<file path="src/rtl/rt_eoc_monitor.sv">
// ---------------------------------------------------------------------------
// rt_eoc_monitor
//
// Multi-channel end-of-computation monitor. Each channel (one per core or
// test thread) posts a status word through a valid/ready write port. Bit 0
// of the word is the EOC flag and the upper bits are the exit code. A
// bit0=0 write is a heartbeat. The block decides between "all enabled
// channels finished" and "per-run watchdog expired". It then reports
// pass/fail/timeout and the number of cycles spent running.
//
// Ports
//   clk_i, rst_i   clock, synchronous active-high reset
//   start_i        arm the monitor (only honoured in IDLE)
//   clear_i        leave DONE/TIMEOUT (or abort RUN) back to IDLE
//   ch_en_i        channels required for completion, latched on start
//   wr_valid_i     status write request
//   wr_ready_o     write accepted (high only while running)
//   wr_ch_i        target channel index (one extra bit to catch bad indices)
//   wr_data_i      status word: [0] EOC flag, [DataW-1:1] exit code
//   eoc_o          per-channel EOC seen, sticky within a run
//   exit_code_o    per-channel exit code, channel 0 in the LSBs
//   busy_o         running
//   done_o         all enabled channels reported EOC
//   pass_o         done and every enabled exit code is zero
//   timeout_o      watchdog expired before completion
//   err_o          sticky: write to an out-of-range or disabled channel
//   cycles_o       cycles spent running, saturating
// ---------------------------------------------------------------------------
module rt_eoc_monitor #(
    parameter int NrChannels    = 4,
    parameter int DataW         = 32,
    parameter int TimeoutCycles = 32000,
    parameter int CntW          = 32,
    parameter bit KickEnable    = 1'b1
) (
    input  logic                              clk_i,
    input  logic                              rst_i,
    input  logic                              start_i,
    input  logic                              clear_i,
    input  logic [NrChannels-1:0]             ch_en_i,
    input  logic                              wr_valid_i,
    output logic                              wr_ready_o,
    input  logic [$clog2(NrChannels):0]       wr_ch_i,
    input  logic [DataW-1:0]                  wr_data_i,
    output logic [NrChannels-1:0]             eoc_o,
    output logic [NrChannels*(DataW-1)-1:0]   exit_code_o,
    output logic                              busy_o,
    output logic                              done_o,
    output logic                              pass_o,
    output logic                              timeout_o,
    output logic                              err_o,
    output logic [CntW-1:0]                   cycles_o
);

    localparam int ChW   = $clog2(NrChannels) + 1;
    localparam int CodeW = DataW - 1;
    localparam int WdW   = $clog2(TimeoutCycles);
    localparam logic [WdW-1:0] WdLast = WdW'(TimeoutCycles - 1);

    typedef enum logic [1:0] {
        ST_IDLE,
        ST_RUN,
        ST_DONE,
        ST_TIMEOUT
    } state_t;

    state_t                  state_q;
    state_t                  state_d;
    logic [NrChannels-1:0]   ch_en_q;
    logic [NrChannels-1:0]   eoc_q;
    logic [CodeW-1:0]        code_q [NrChannels];
    logic [CntW-1:0]         cycles_q;
    logic [WdW-1:0]          wdog_q;
    logic                    err_q;

    logic                    wr_fire;
    logic [NrChannels-1:0]   hit_mask;
    logic                    ch_valid;
    logic [NrChannels-1:0]   eoc_set;
    logic                    kick;
    logic                    err_set;
    logic                    complete;
    logic                    wdog_expire;
    logic                    codes_ok;

    // Write decode. The index is compared against every channel number
    // rather than used to index the enable vector directly, so an
    // out-of-range index simply matches nothing and is flagged as an error.
    always_comb begin
        wr_fire  = wr_valid_i && (state_q == ST_RUN);
        hit_mask = '0;
        for (int i = 0; i < NrChannels; i++) begin
            if (wr_ch_i == ChW'(i)) begin
                hit_mask[i] = 1'b1;
            end
        end
        ch_valid = |(hit_mask & ch_en_q);
        eoc_set  = '0;
        if (wr_fire && wr_data_i[0]) begin
            // Only the first EOC per channel counts; repeats are dropped.
            eoc_set = hit_mask & ch_en_q & ~eoc_q;
        end
        kick        = KickEnable && wr_fire && !wr_data_i[0] && ch_valid;
        err_set     = wr_fire && !ch_valid;
        complete    = (((eoc_q | eoc_set) & ch_en_q) == ch_en_q);
        wdog_expire = (wdog_q == WdLast);
    end

    // State register.
    always_ff @(posedge clk_i) begin
        if (rst_i) begin
            state_q <= ST_IDLE;
        end else begin
            state_q <= state_d;
        end
    end

    // Next-state logic. In RUN an abort beats completion, completion beats
    // timeout, and a heartbeat in the expiry cycle keeps the run alive.
    always_comb begin
        state_d = state_q;
        unique case (state_q)
            ST_IDLE: begin
                if (start_i) begin
                    state_d = (ch_en_i == '0) ? ST_DONE : ST_RUN;
                end
            end
            ST_RUN: begin
                if (clear_i) begin
                    state_d = ST_IDLE;
                end else if (complete) begin
                    state_d = ST_DONE;
                end else if (wdog_expire && !kick) begin
                    state_d = ST_TIMEOUT;
                end
            end
            ST_DONE, ST_TIMEOUT: begin
                if (clear_i) begin
                    state_d = ST_IDLE;
                end
            end
            default: state_d = ST_IDLE;
        endcase
    end

    // Run status: cleared on start, updated only while running, otherwise
    // frozen so the last run stays readable after clear.
    always_ff @(posedge clk_i) begin
        if (rst_i) begin
            ch_en_q  <= '0;
            eoc_q    <= '0;
            cycles_q <= '0;
            wdog_q   <= '0;
            err_q    <= 1'b0;
            for (int i = 0; i < NrChannels; i++) begin
                code_q[i] <= '0;
            end
        end else if (state_q == ST_IDLE && start_i) begin
            ch_en_q  <= ch_en_i;
            eoc_q    <= '0;
            cycles_q <= '0;
            wdog_q   <= '0;
            err_q    <= 1'b0;
            for (int i = 0; i < NrChannels; i++) begin
                code_q[i] <= '0;
            end
        end else if (state_q == ST_RUN) begin
            if (cycles_q != {CntW{1'b1}}) begin
                cycles_q <= cycles_q + CntW'(1);
            end
            wdog_q <= kick ? '0 : wdog_q + WdW'(1);
            eoc_q  <= eoc_q | eoc_set;
            for (int i = 0; i < NrChannels; i++) begin
                if (eoc_set[i]) begin
                    code_q[i] <= wr_data_i[DataW-1:1];
                end
            end
            if (err_set) begin
                err_q <= 1'b1;
            end
        end
    end

    // Pass requires every enabled channel to have reported a zero code.
    always_comb begin
        codes_ok    = 1'b1;
        exit_code_o = '0;
        for (int i = 0; i < NrChannels; i++) begin
            exit_code_o[i*CodeW +: CodeW] = code_q[i];
            if (ch_en_q[i] && (code_q[i] != '0)) begin
                codes_ok = 1'b0;
            end
        end
    end

    assign wr_ready_o = (state_q == ST_RUN);
    assign busy_o     = (state_q == ST_RUN);
    assign done_o     = (state_q == ST_DONE);
    assign timeout_o  = (state_q == ST_TIMEOUT);
    assign pass_o     = (state_q == ST_DONE) && codes_ok;
    assign eoc_o      = eoc_q;
    assign err_o      = err_q;
    assign cycles_o   = cycles_q;

endmodule

</file>
<file path="config.mk">
export PLATFORM = sky130hd
export DESIGN_NAME = rt_eoc_monitor
export DESIGN_NICKNAME = d
export VERILOG_FILES = /design/src/rtl/rt_eoc_monitor.sv
export SDC_FILE = /design/constraint.sdc
export NUM_CORES = 1
export LEC_CHECK = 0
export BUFFER_PORTS_ARGS = -buffer_cell sky130_fd_sc_hd__buf_2
export CAP_MARGIN = 30
export CORE_MARGIN = 8
export CORE_UTILIZATION = 48
export DETAILED_ROUTE_END_ITERATION = 7
export GPL_TIMING_DRIVEN = 1
export PLACE_DENSITY = 0.84
export SLEW_MARGIN = 0
export SYNTH_ARGS = -nofsm -noshare
export SYNTH_HDL_FRONTEND = slang
export SYNTH_SLANG_ARGS = --single-unit
</file>
<file path="constraint.sdc">
create_clock -name clk_i -period 3.82 [get_ports clk_i]
set_input_delay 0.191 -clock clk_i [delete_from_list [all_inputs] [get_ports clk_i]]
set_output_delay 0.191 -clock clk_i [all_outputs]
set_load 0.005 [all_outputs]
</file>
==> impl_metrics.yaml <==
routing:
  viasPerCell: 5.53
  first_pass_iters: 6
  drc: 0
  antenna_left: 0
  vias: 6503
  wl_mm: 21.8
  initialDrtViolationCount: 511
  wl_per_cell_um: 18.5
yosys:
  yosysSeqAreaShare_pct: 58.1
  synth-seq-cells: 182
  syn_inst: 737
  syn_avg_cell_area_sq_um: 10.7
  yosysMostFrequentCell: "and2_1"
  synth_flop_cell: "edfxtp_1"
  synth_area_leaders: "edfxtp_1 35%, dfxtp_1 23%, and2_1 7.5%"
  syn_nets: 783
  ys_top_cells_by_count: "94 x and2_1, 93 x edfxtp_1, 89 x dfxtp_1"
  synthDistinctLibCells: 57
  yosysTopAreaCell: "edfxtp_1"
  synthArstFlopShare_pct: 0
  synth-edff-count: 93
  yosys_warnings: 0
  syn_area_sq_um: 7870
  yosysTopAreaCellShare_pct: 35.5
cells_and_area:
  nNetsFinal: 989
  fill_cells: 1344
  drive_gt1_share_pct: 30.1
  area_delta_synth_final_pct: 24.0
setup_path:
  required_ns: 4.12
  max_stage_delay_ns: 0.73
  reg2reg_slack_ns: 1.12
  worst_setup_path_start_kind: "flop"
  cpMaxStageDelayCell: "nor2_1"
  crit_chain: "and4b_1, nand2_1, or3_1, nor2_1, buf_4, and2_1"
  cp_top_family: "simple AND/OR/NAND/NOR gates"
  worstPathMaxFanout: 17
  crit_type: "reg2reg"
  cp.arrival_ns: 3.00
  critPathCaptureType: "flop"
  cp.buffers_inverters: 1
global_route:
  antenna_found_initial: 3
  grt.overflow.total: 0
  grt_pass1_vias: 6211
  grt_first_pass_wirelength_mm: 33.9
  grt_usage_pct: 21.2
  grt_max_degree: 42
die:
  die_x_um: 144
  start_util_pct: 48.3
  rows: 47
  fp.dieH_um: 144
  core_sq_um: 16300
  io_pins: 210
  dieArea_sq_um: 20800
clock_network:
  cts_sinks: 182
  clk_latency_ns: 0.43
  clkTransAtPathRegs_ns: 0.07
  post_cts_buffers: 0
  cts_resized: 0
  htreeDepth: 4
  cts_buffer_depth: 2
  cts_tree: "built"
  numCtsBuffers: 17
  clockRootBuffer: "clkbuf_16"
  postCtsHoldBufs: 4
job:
  max_cap_violations: 0
power_and_ir_drop:
  vdd_drop_max_uv: 346
  powerDensity_nw_per_um2: 493
  p_total_mw: 4.81
  power_leakage_nw: 3.98
timing:
  period_minus_slack_ns: 2.70
  finalMaxSlewViolations: 0
  tightestPinTransition_ns: 0.943
  finClkSkew_ns: 0.0106
  final.setup.tns_ns: 0
  setup_viol: 0
  hold_slack_ns: 0.0312
  max_freq_ghz: 0.370
  post-route-period-util_pct: 70.7
  rsz0062_at_grt: "false"
  max_slew_margin_pct: 36.8
  finalHoldViolCount: 0
outcome:
  outcome: "finished, final reports clean"
worst_hold_path:
  hold_class: "in2reg"
placement:
  port_buffers: 209
  dp_hpwl_mm: 16.3
  gp_congestion: 0.849
-- final timing paths --
check,startpoint,end,cells past startpoint
max,state_q[0]$_SDFFE_PP0P_,code_q[3][21]$_SDFFCE_PN0P_,6
min,wr_data_i[28],code_q[2][27]$_SDFFE_PP0P_,3
max reg2reg,state_q[0]$_SDFFE_PP0P_,code_q[3][21]$_SDFFCE_PN0P_,6
min reg2reg,eoc_o[2]$_SDFFE_PP0N_,eoc_o[2]$_SDFFE_PP0N_,2
-- worst register-to-register path, cell delays in order, from the launching register on --
cell,delay (ns)
dfxtp_1,0.50
and4b_1,0.33
nand2_1,0.12
or3_1,0.41
nor2_1,0.73
buf_4,0.34
and2_1,0.15
-- report_power, final --
part	switching (mW)	internal, mW
clock network	0.816	0.862
registers	0.135	2.28
logic	0.453	0.266
-- logic make-up (layout without fill, tap and decap cells) --
family,Yosys count,after routing,share of synthesized area [%]
and+or+nand+nor,369,369,27.4
DFF,182,182,58.1
other,0,1,0
xor gates and xnor gates,17,17,1.89
muxes,3,3,0.397
adders and majority gates,2,2,0.318
buffers and inverters,45,264,2.91
AOI/OAI and AO/OA,119,119,9.03
-- cell usage in the layout, fill, tap and decap left out, types with 3 or more instances in the layout --
cell type      netlist  routed
dlygate4sd3_1        0       4
nand4_1             19      19
and4_1               3       3
edfxtp_1            93      93
nor2_1              32      31
nor4_1              34      32
inv_8                0       5
nor3_1               9       8
or4_1               11      11
o21ai_0             19      18
or3_1                5       5
inv_6                0       3
a21oi_1             63      63
a22o_1               4       4
a211oi_1             5       5
xnor2_1              7       7
dfxtp_1             89      89
nand2_1             65      65
xor2_1              10      10
buf_2                4     209
and3_2               4       4
nand2b_1             8       8
and3_1               4       4
nand3b_1            34      34
clkbuf_16            0      17
inv_1                6       6
or3_2                8       8
or2_2                3       3
and2_1              94      94
buf_4                1      11
o31ai_1             14      13
nand3_1             18      18
or4_2                5       5
-- final cells by class --
cell class,instances,area (sq um),share of cell area (%)
Antenna cell,1,2.50,0.0256
Clock buffer,17,425,4.36
Clock inverter,15,136,1.40
Multi-Input combinational cell,510,3110,31.9
Sequential cell,182,4570,46.9
Inverter,6,22.5,0.231
Tap cell,220,275,2.82
Timing Repair Buffer,226,1210,12.4
-- through the flow --
step	instance area, sq um	setup slack (ns)	cells	util [%]
after floorplan	7870	0.281	737	-
after global placement	9110	1.32	1138	56.0
after detailed placement	9160	1.14	1140	56.2
after CTS	9760	1.12	1176	59.9
after global routing	9760	0.913	1177	59.9
final	9760	1.12	1177	59.9
-- state kept, by name (all words and copies together) (netlist names) --
| signal | flops |
|---|---|
| code_q | 124 |
| cycles_o | 32 |
| wdog_q | 15 |
| ch_en_q | 4 |
| eoc_o | 4 |
| state_q | 2 |
| err_o | 1 |
-- layer usage --
layer	track usage, %	part of all wire [%]	vias up
met1	26.2	41	3115
li1	-	-	3119
met5	0	0.092	-
met2	34.9	49	227
met4	7.14	2.0	4
met3	6.37	8.5	38
No activity file was read; power rests on OpenSTA's default activity.
